## config.mk

```make
export PLATFORM = sky130hd
export DESIGN_NAME = gnrl_rr_arb_stage
export DESIGN_NICKNAME = d
export VERILOG_FILES = /design/src/rtl/gnrl_rr_arb_stage.sv
export SDC_FILE = /design/constraint.sdc
export NUM_CORES = 1
export LEC_CHECK = 0
export BUFFER_PORTS_ARGS = -buffer_cell sky130_fd_sc_hd__buf_4
export CAP_MARGIN = 20
export CELL_PAD_IN_SITES_DETAIL_PLACEMENT = 0
export CELL_PAD_IN_SITES_GLOBAL_PLACEMENT = 1
export CORE_AREA = 8 8 98 109
export CTS_BUF_LIST = sky130_fd_sc_hd__clkbuf_8
export CTS_CLUSTER_DIAMETER = 200
export CTS_CLUSTER_SIZE = 40
export DETAILED_ROUTE_END_ITERATION = 6
export DIE_AREA = 0 0 106 117
export PLACE_DENSITY_LB_ADDON = 0.1
export SLEW_MARGIN = 20
export SYNTH_ARGS = -nofsm -noshare
export SYNTH_HDL_FRONTEND = slang
export SYNTH_SLANG_ARGS = --single-unit
```

## constraint.sdc

```tcl
create_clock -name clk -period 7.99 [get_ports clk]
set_input_delay 1.1985 -clock clk [delete_from_list [all_inputs] [get_ports clk]]
set_output_delay 1.1985 -clock clk [all_outputs]
set_load 0.02 [all_outputs]
```

## src/rtl/gnrl_rr_arb_stage.sv

```systemverilog
// gnrl_rr_arb_stage
// N-to-1 round-robin arbiter with a single-entry registered output stage.
// Several valid/ready requesters share one downstream valid/ready pipe.
// A requester that presents i_lck=1 with an accepted beat keeps the port
// until it delivers a beat with i_lck=0 (burst locking).
// Latency is one cycle. A beat can drain and a new beat can load in the
// same cycle, so the stage sustains one beat per cycle.
//
// state           | meaning
// ----------------+-------------------------------------------------------
// o_vld_q=0       | output slot empty, any grant can load it
// o_vld_q=1       | beat held in output slot, waiting for o_rdy
// locked_q=0      | round-robin scan starts at ptr_q
// locked_q=1      | port reserved for lck_id_q until its last beat

module gnrl_rr_arb_stage #(
    parameter int N  = 4,
    parameter int DW = 32,
    parameter int IW = 2
) (
    input  logic            clk,
    input  logic            rst,
    input  logic [N-1:0]    i_vld,
    output logic [N-1:0]    i_rdy,
    input  logic [N*DW-1:0] i_dat,
    input  logic [N-1:0]    i_lck,
    output logic            o_vld,
    input  logic            o_rdy,
    output logic [DW-1:0]   o_dat,
    output logic [IW-1:0]   o_id
);

    // registered state and its next-state values
    logic          o_vld_q,  o_vld_d;
    logic [DW-1:0] o_dat_q,  o_dat_d;
    logic [IW-1:0] o_id_q,   o_id_d;
    logic [IW-1:0] ptr_q,    ptr_d;
    logic          locked_q, locked_d;
    logic [IW-1:0] lck_id_q, lck_id_d;

    // combinational grant path
    logic          slot_free;
    logic [IW-1:0] gnt_idx;
    logic          acc;
    logic [DW-1:0] sel_dat;
    logic [IW-1:0] ptr_nxt;

    // The slot can take a new beat when it is empty or being drained now.
    assign slot_free = ~o_vld_q | o_rdy;

    // Pick the requester: the lock holder while locked, otherwise the first
    // valid requester at or after ptr_q (circularly). With nothing valid the
    // grant rests on ptr_q so i_rdy still advertises who would be served.
    always_comb begin
        logic          found;
        int            idx;
        logic [IW-1:0] idx_l;
        found   = 1'b0;
        idx     = 0;
        idx_l   = '0;
        gnt_idx = ptr_q;
        for (int off = 0; off < N; off++) begin
            idx = int'(ptr_q) + off;
            if (idx >= N) begin
                idx = idx - N;
            end
            idx_l = IW'(idx);
            if (!found && i_vld[idx_l]) begin
                found   = 1'b1;
                gnt_idx = idx_l;
            end
        end
        if (locked_q) begin
            gnt_idx = lck_id_q;
        end
    end

    // Ready goes only to the granted requester, and only when the slot is free.
    // A locked holder keeps ready even with its valid low, so nobody steals
    // the port mid-burst.
    always_comb begin
        i_rdy = '0;
        if (slot_free) begin
            i_rdy[gnt_idx] = 1'b1;
        end
    end

    assign acc = slot_free & i_vld[gnt_idx];

    // Route the granted requester's payload toward the output register.
    always_comb begin
        sel_dat = '0;
        for (int k = 0; k < N; k++) begin
            if (gnt_idx == IW'(k)) begin
                sel_dat = i_dat[k*DW +: DW];
            end
        end
    end

    // Round-robin successor of the winner; explicit wrap keeps this correct
    // when N is not a power of two.
    assign ptr_nxt = (gnt_idx == IW'(N - 1)) ? '0 : gnt_idx + IW'(1);

    // Next-state: load on accept, clear valid on a drain without a new beat,
    // otherwise hold (this also covers the stall case).
    always_comb begin
        o_vld_d  = o_vld_q;
        o_dat_d  = o_dat_q;
        o_id_d   = o_id_q;
        ptr_d    = ptr_q;
        locked_d = locked_q;
        lck_id_d = lck_id_q;
        if (acc) begin
            o_vld_d = 1'b1;
            o_dat_d = sel_dat;
            o_id_d  = gnt_idx;
            if (i_lck[gnt_idx]) begin
                locked_d = 1'b1;
                lck_id_d = gnt_idx;
            end else begin
                locked_d = 1'b0;
                ptr_d    = ptr_nxt;
            end
        end else if (o_rdy) begin
            o_vld_d = 1'b0;
        end
    end

    // State registers with synchronous reset; reset drops any held beat and lock.
    always_ff @(posedge clk) begin
        if (rst) begin
            o_vld_q  <= 1'b0;
            o_dat_q  <= '0;
            o_id_q   <= '0;
            ptr_q    <= '0;
            locked_q <= 1'b0;
            lck_id_q <= '0;
        end else begin
            o_vld_q  <= o_vld_d;
            o_dat_q  <= o_dat_d;
            o_id_q   <= o_id_d;
            ptr_q    <= ptr_d;
            locked_q <= locked_d;
            lck_id_q <= lck_id_d;
        end
    end

    assign o_vld = o_vld_q;
    assign o_dat = o_dat_q;
    assign o_id  = o_id_q;

endmodule

```

* After elaboration in Yosys (flattened, before gate mapping)
Cells that the tools add are included.
** Word-level totals
- Flip-flop bits (word level) :: 40
- Output and inout bits :: 39
- Logic and storage cells :: 77
** Cells by class
- Add/subtract/negate cells :: 8
- Magnitude comparators :: 10
- Equality and inequality tests :: 3
- Mux-type cells :: 35
- Bitwise gates (word level) :: 4
- Reductions and logical operators :: 11
** Operators with widths (number)
- $mux W32 :: 4
- $mux W2 :: 10
- $lt A2 B3 Y1 const B :: 5
- $mux W1 :: 13
- $bmux W1 S2 :: 6
- $ge A3 B3 Y1 const B :: 3
- $sub A2 B1 Y2 const B :: 4
- $add A2 B2 Y3 const B :: 2
- $eq A2 B2 Y1 const B :: 2
- $logic_and A1 B1 Y1 :: 4
- $mux W4 :: 1
- $reduce_and A2 Y1 :: 2
- $add A2 B1 Y3 const B :: 1
- $ge A2 B3 Y1 const B :: 1
- $logic_not A1 Y1 :: 3
- $add A2 B1 Y2 const B :: 1
- $demux W1 S2 :: 1
- $eq A2 B1 Y1 const B :: 1
- $ge A2 B1 Y1 const B :: 1
- $logic_not A2 Y1 :: 1
- $not A1 Y1 :: 2
- $reduce_bool A2 Y1 :: 1
- $and A1 B1 Y1 :: 1
- $or A1 B1 Y1 :: 1

* Logic depth before layout (Yosys ltp)
Gate-level depths: netlist of the first run.
- Depth in word-level cells :: 20
- Depth in mapped cells :: 16
- Mapped depth without buffers :: 12

* Worst setup path before layout of the first run
Ideal clock, no wire load.
- Path kind :: input -> output
- Start :: in i_vld[0]
- End :: out i_rdy[1]
- Arrival :: 3218 ps
- Required time :: 6792 ps
- Setup slack :: 3573 ps
- Cell stages on the path :: 10
- Cells stage by stage :: buf_2 mux2_2 a2bb2oi_1 o2111ai_1 and2_1 buf_2 ha_1 clkbuf_1 clkbuf_1 and2_1
** On the way
- Cells in the longest elaborated chain, start to end :: 18
- Elaborated cells between the ends (all ways) :: 28
- Those cells by class :: 2 x order compare; 19 x mux; 7 x reduce/logical
** RTL lines
- start, declared :: RTL line 23 : input logic [N-1:0] i_vld,
- $bmux W1 S2 :: RTL line 68 : if (!found && i_vld[idx_l]) begin
- $mux W1 (implied by the code) :: RTL line 68
- $mux W1 :: RTL line 68
- $logic_not A1 Y1 :: RTL line 68
- $logic_and A1 B1 Y1 :: RTL line 68
- $mux W1 :: RTL line 68
- $logic_not A1 Y1 :: RTL line 68
- $logic_and A1 B1 Y1 :: RTL line 68
- [2 not listed]
- $logic_and A1 B1 Y1 :: RTL line 68
- $mux W2 * :: RTL line 68
- $mux W2 * :: RTL line 73 : if (locked_q) begin
- $lt A2 B3 Y1 (implied by the code) or $ge A2 B1 Y1 (tied branches) :: RTL line 84 : i_rdy[gnt_idx] = 1'b1;
- $logic_and A1 B1 Y1 (implied by the code) :: RTL line 84
- $mux W1 (implied by the code) :: RTL line 84
- $demux W1 S2 * :: RTL line 84
- $mux W4 * :: RTL line 83 : if (slot_free) begin
- end, declared :: RTL line 24 : output logic [N-1:0] i_rdy,
Every way passes the cells marked *; elsewhere a longest branch is shown, timed or not. The select of a mux whose other input is x is not followed.

* Worst setup path after layout of the first run
Same ends and word-level chain as after synthesis.

==> results.md, run 1 <==
* Port buffer count at roughly 180
* Post-Place Worst Slack at roughly 3.6 ns
* First-pass GRT wire length at 15,800 um
* Crit path DAT at about 3.3 ns
* Crit. End Element: primary output
* Worst Tran Pin Value at approximately 0.75 ns
* Mapped Avg Cell Area at 7.27 um^2
* Postcts setup bufs at 0
* VDD IR max at 182 uV
* Diode count at 0
* Row cnt at 37
* Ports at between 150 and 200
* Drt first pass iters at 4
* Period utilization at 0.558
* Synth Cell Area at around 2700 um^2
* CTS resizes at 0
* Largest cells by area after synthesis: dfxtp_1 30%, nor2_1 14%, a21oi_1 12%
* MaxCap Viol Count at 0
* Routability cong. at 0.775
* Fin Setup TNS at 0 ns
* Startpoint types: primary input
* Post-synth top area share at 0.297
* Synth warn at 0
* Worst-Skew Late Latency at around 0.29 ns
* Synthesis-to-layout area growth at 56.1%
* Critical path class: primary input to primary output
* Clock Sinks at 40
* Clock power share at 0.148
* CTS tree: built
* CP max FO at 35
* Leakage power at ~2.0 nW
* Worst rel slew slack at 0.502
* Minimum hold slack at around 0.5 ns
* Nets@finish at roughly 670
* Async S/R FF share, synth at 0
* Post-synthesis register bit count at 40
* Commonest non-fill, non-tap cell in the layout: buf_4
* Largest net degree at the start of global routing at 71
* Pint at ~0.00085 W
* Outcome: complete, no violations
* Number of setup violations in the final report at 0
* Fillers at between 900 and 1,000
* CTS buffer count at 5
* Ys flop type: dfxtp_1
* Setup ws final at between 3 and 4 ns
* Routed WL at roughly 10000 um
* Starting Density at 0.299
* Die X at around 110 um
* CORE AREA at approximately 9000 um^2
* Seq pwr share at 0.202
* Net Count, Synth at 514
* Worst Skew at 0.00733 ns
* Setup repair after global routing missed its margin: false
* Final HPWL DP at ~7600 um
* Clock buffer depth at 2
* Most frequent cells in the layout: 182 x buf_4, 99 x nor2_1, 67 x a21oi_1, 40 x dfxtp_1, 32 x a22oi_1
* Die height at 117 um
* Vias per cell at 4.95
* Vias in the first global route at about 3,200
* Via count at 3,186
* PwrDens at 374 nW/um^2
* Die area at approximately 12,000 um^2
* Sw frac at 0.461
* Max Clock Freq at between 200 and 250 MHz
* Register area share after synthesis at 0.297
* Synth unique cells at 39
* Clk root buf: clkbuf_8
* Final core occ at 0.466
* WL/cell at 15.5 um
* CTS Hold Bufs at 0
* Number of DRC markers in iteration 0 at around 70
* Hold WC Path Type: flop to flop
* Combinational share of power at 0.650
* Reg2reg setup slack at ~4.9 ns
* Max-slew violations at 0
* Fin crit period at about 4.5 ns
* Routed Antenna Nets at 0
* Synth Instances at around 370
* Residual DRC at 0
* Total Power at between 0.0015 and 0.002 W
* Critical Path RT at between 6 and 7 ns
* Layout cells sized above 1 at 0.401
* Endpoints failing hold at 0
* Clk pin slew, worst setup/hold paths at 0.08 ns
* Cell taking the most area after synthesis: dfxtp_1
* Initial antenna violation count at 0
* Switching pwr at approximately 0.00072 W
* Post-synth EDFFs at 0
* Depth of the CTS H-tree at 2
* Grt ovf at 0
* Gr usage total at 0.157
[through the flow]
stage	area [um^2]	cells
finish	4210	643
global route	4210	643
CTS	4210	643
detailed placement	4050	635
global placement	4050	635
floorplan	2700	371
[Yosys cell counts, types with 2 or more instances]
cell type and instances:
o211ai_1 2, nor3_1 2, or2b_1 2, nand2_1 12, buf_1 4, nand2b_1 4, mux2i_1 4, o211a_1 2
a21o_1 2, mux2_2 2, nor2_1 99, nor4bb_1 2, inv_1 4, a22oi_1 32, a21oi_1 67, clkbuf_1 21
buf_4 2, buf_6 3, o21ai_0 3, a211oi_2 10, a211oi_1 24, dfxtp_1 40, and2_1 5, buf_2 5
ha_1 4
[area by class of cell]
| cell class | instances | area, um^2 | share of cell area |
|---|---|---|---|
| Multi-Input combinational cell | 291 | 1710 | 0.407 |
| Timing Repair Buffer | 182 | 1370 | 0.325 |
| Sequential cell | 40 | 801 | 0.190 |
| Tap cell | 117 | 146 | 0.0348 |
| Clock inverter | 3 | 90.1 | 0.0214 |
| Clock buffer | 5 | 68.8 | 0.0164 |
| Inverter | 5 | 21.3 | 0.00506 |
[registers in the layout (all words and copies together) (netlist names)]
name      count
ptr_q         2
locked_q      1
o_id          2
lck_id_q      2
o_vld         1
o_dat        32
[worst paths after layout]
kind                 start   endpoint  cells past startpoint
setup / recovery  i_vld[0]   i_rdy[1]                      9
hold / removal    o_dat[5]   o_dat[5]                      2
setup reg to reg  ptr_q[1]  o_dat[27]                     14
hold reg to reg   o_dat[5]   o_dat[5]                      2
[routing by layer]
layer,up-vias,routed length (um),share of wire,track usage
li1,1644,-,-,-
met5,-,0,0,0
met3,10,841,0.084,0.0613
met1,1431,3980,0.40,0.171
met4,0,140,0.014,0.0516
met2,101,5030,0.50,0.274
[worst max-delay path, stage by stage]
cell and delay [ns]:
buf_4 0.14, mux2_2 0.34, a2bb2oi_1 0.13, o2111ai_1 0.21, and2_1 0.33, ha_1 0.20, buf_4 0.34, and2_1 0.20
buf_4 0.14
[logic make-up (layout without fill, tap and decap cells)]
group                      after synthesis  count (layout)  share of synthesized area
and+or+nand+nor                        129             129                      0.200
DFF                                     40              40                      0.297
AOI/OAI and AO/OA                      151             151                      0.386
buffers and inverters                   40             195                     0.0701
muxes                                    7               7                     0.0288
adders and majority gates                4               4                     0.0186
[power by group through the flow]
stage	Clock, W	Combinational, W	Sequential, W
floorplan	0	0.000690	0.000392
global placement	0	0.00103	0.000320
detailed placement	0	0.00104	0.000323
CTS	0.000240	0.00104	0.000319
global route	0.000251	0.00116	0.000329
finish	0.000233	0.00102	0.000318
Note: power is estimated with default switching activity, not from simulation.
==> inputs of run 2 (changes only) <==
- CORE_AREA: 8 8 98 109 -> 8 8 107 118
- DIE_AREA: 0 0 106 117 -> 0 0 115 126
- clock period: 7.99 -> 3.7 ns (I/O delays scaled with it)
==> run 2 against run 1 <==
  * Sequential power is 120% higher
  * First-iteration DRC count is 43% higher
  * Die area is 17% higher
  * Routed wire length is 8.1% higher
  * Register-to-register slack worse by 4.1 ns
  * Flip-flop and latch count stayed put
  * Global-route usage is 1.1 points lower
  * Sequential share of layout area is 0.079 points lower
  * Clock skew is 0.0025 ns lower
==> results.md, run 2 (synthesis gave the netlist of run 1 again) <==
* Clk pin slew, worst setup/hold paths at 0.07 ns (about the same)
* Max Clock Freq at between 300 and 400 MHz
* Worst-Skew Late Latency at 0.29 ns (about the same)
* Synthesis-to-layout area growth at 56.7%
* Crit. End Element: primary output
* Minimum hold slack at 0.492 ns (-0.00793 ns)
* First-pass GRT wire length at 17,000 um (+7.7%)
* Hold WC Path Type: flop to flop
* Worst setup startpoint: i_vld[0]
* Port buffer count at 177 (unchanged)
* Routability cong. at 0.755 (-2.5%)
* Grt ovf at 0 (unchanged)
* Critical path class: primary input to primary output
* Die area at 14,500 um^2 (+17%)
* Seq pwr share at 0.210 (+0.008)
* Residual DRC at 0 (unchanged)
* Worst R2R Start: ptr_q[1]
* Clock buffer depth at 2 (unchanged)
* Diode count at 0 (unchanged)
* Sw frac at 0.480 (+0.0193)
* CORE AREA at 10,700 um^2 (+19%)
* CTS resizes at 0 (unchanged)
* Gr usage total at 0.146 (-0.0107)
* Fin crit period at 3.22 ns
* Leakage power at 1.98 nW (-0.23%)
* Routed Antenna Nets at 0 (unchanged)
* Most frequent cells in the layout: 185 x buf_4, 99 x nor2_1, 67 x a21oi_1, 40 x dfxtp_1, 32 x a22oi_1
* Depth of the CTS H-tree at 2 (unchanged)
* Endpoints failing hold at 0 (unchanged)
* Post-route cell area at 4230 um^2 (+0.42%)
* Clk root buf: clkbuf_8
* DP Area at 4130 um^2 (+2.0%)
* Vias per cell at 4.67 (-5.8%)
* Drt first pass iters at 4 (unchanged)
* Vias in the first global route at 3,229 (+0.81%)
* Fillers at 1,194 (+25%)
* Postcts setup bufs at 0 (unchanged)
* CTS Hold Bufs at 0 (unchanged)
* CTS tree: built
* Via count at 3,155 (-0.97%)
* Worst Skew at 0.00480 ns (-0.00252 ns)
* Fin Setup TNS at 0 ns (unchanged)
* Switching pwr at 0.00157 W (+120%)
* Pint at 0.00171 W (+100%)
* Total Power at 0.00328 W (+110%)
* Initial antenna violation count at 0 (unchanged)
* VDD IR max at 254 uV (+40%)
* PwrDens at 777 nW/um^2 (+110%)
* Row cnt at 40 (+8.1%)
* Die height at 126 um (+7.7%)
* Nets@finish at 672 (+0.60%)
* MaxCap Viol Count at 0 (unchanged)
* CTS buffer count at 5 (unchanged)
* Commonest non-fill, non-tap cell in the layout: buf_4
* Period utilization at 0.870
* Critical Path RT at 3.14 ns (-3.65 ns)
* Ports at 178 (unchanged)
* Routed WL at 10,800 um (+8.1%)
* Die X at 115 um (+8.5%)
* Final HPWL DP at 8480 um (+12%)
* Max-slew violations at 0 (unchanged)
* Max reg flops at 32 (unchanged)
* Largest net degree at the start of global routing at 38 (-46%)
* Worst rel slew slack at 0.606 (+0.104)
* Startpoint types: primary input
* Min-delay src: lck_id_q[0]
* Number of DRC markers in iteration 0 at 103 (+43%)
* Outcome: complete, no violations
* Clock Sinks at 40 (unchanged)
* Layout cells sized above 1 at 0.405 (+0.00340)
* Worst Tran Pin Value at 0.591 ns (-0.156 ns)
* Clock power share at 0.097 (-0.051)
* CP max FO at 30 (-14%)
* WL/cell at 16.0 um (+2.8%)
* Number of setup violations in the final report at 0 (unchanged)
* Setup repair after global routing missed its margin: false
* Combinational share of power at 0.693 (+0.043)
* Crit path DAT at 2.66 ns (-0.60 ns)
* Starting Density at 0.252 (-0.0469)
==> run 2: changes by cell type in the layout (fill, tap and decap cells not counted) <==
cell / change
buf_12: +1
buf_4: +3
bufinv_16: -3
clkbuf_8: +2
==> run 2: final cells by class <==
type                    instances  area (um^2)  share of cell area
multi-input cells             291         1710               0.406
repair buffers                186         1410               0.333
flip-flops and latches         40          801               0.190
well taps                     147          184              0.0435
clock buffers                   7         96.3              0.0228
inverters                       5         21.3             0.00503
==> run 2: per-layer routing <==
layer  GRT usage  part of all wire  vias up
met3      0.0574             0.089        5
li1            -                 -     1648
met5           0                 0        -
met2       0.255              0.52      107
met1       0.160              0.39     1395
met4      0.0395             0.010        0
==> run 2: power by group through the flow <==
stage               logic, W  registers [W]  clock network (W)
floorplan            0.00149       0.000846                  0
global placement     0.00229       0.000693                  0
detailed placement   0.00231       0.000697                  0
CTS                  0.00232       0.000690           0.000342
global route         0.00255       0.000711           0.000354
finish               0.00227       0.000689           0.000320
==> run 2: worst paths after layout <==
check	endpoint	slack, ns	cells past startpoint
worst max-delay path	i_rdy[2]	0.48	9
worst min-delay path	lck_id_q[0]	0.49	2
worst max register to register	o_dat[19]	0.82	13
worst min register to register	lck_id_q[0]	0.49	2
==> run 2: metrics by stage <==
stage / cells / setup slack, ns / util
2_1_floorplan: 371 / 0.570 / -
3_3_place_gp: 669 / 0.536 / 0.386
3_5_place_dp: 669 / 0.448 / 0.386
4_1_cts: 676 / 0.483 / 0.395
5_1_grt: 676 / 0.299 / 0.395
6_report: 676 / 0.481 / 0.395
==> run 2: worst max-delay path: stages <==
cell and delay, ns:
buf_4 0.14, mux2_2 0.34, a2bb2oi_1 0.13, o2111ai_1 0.22, and2_1 0.36, inv_1 0.14, ha_2 0.39, and2_1 0.23
buf_4 0.15
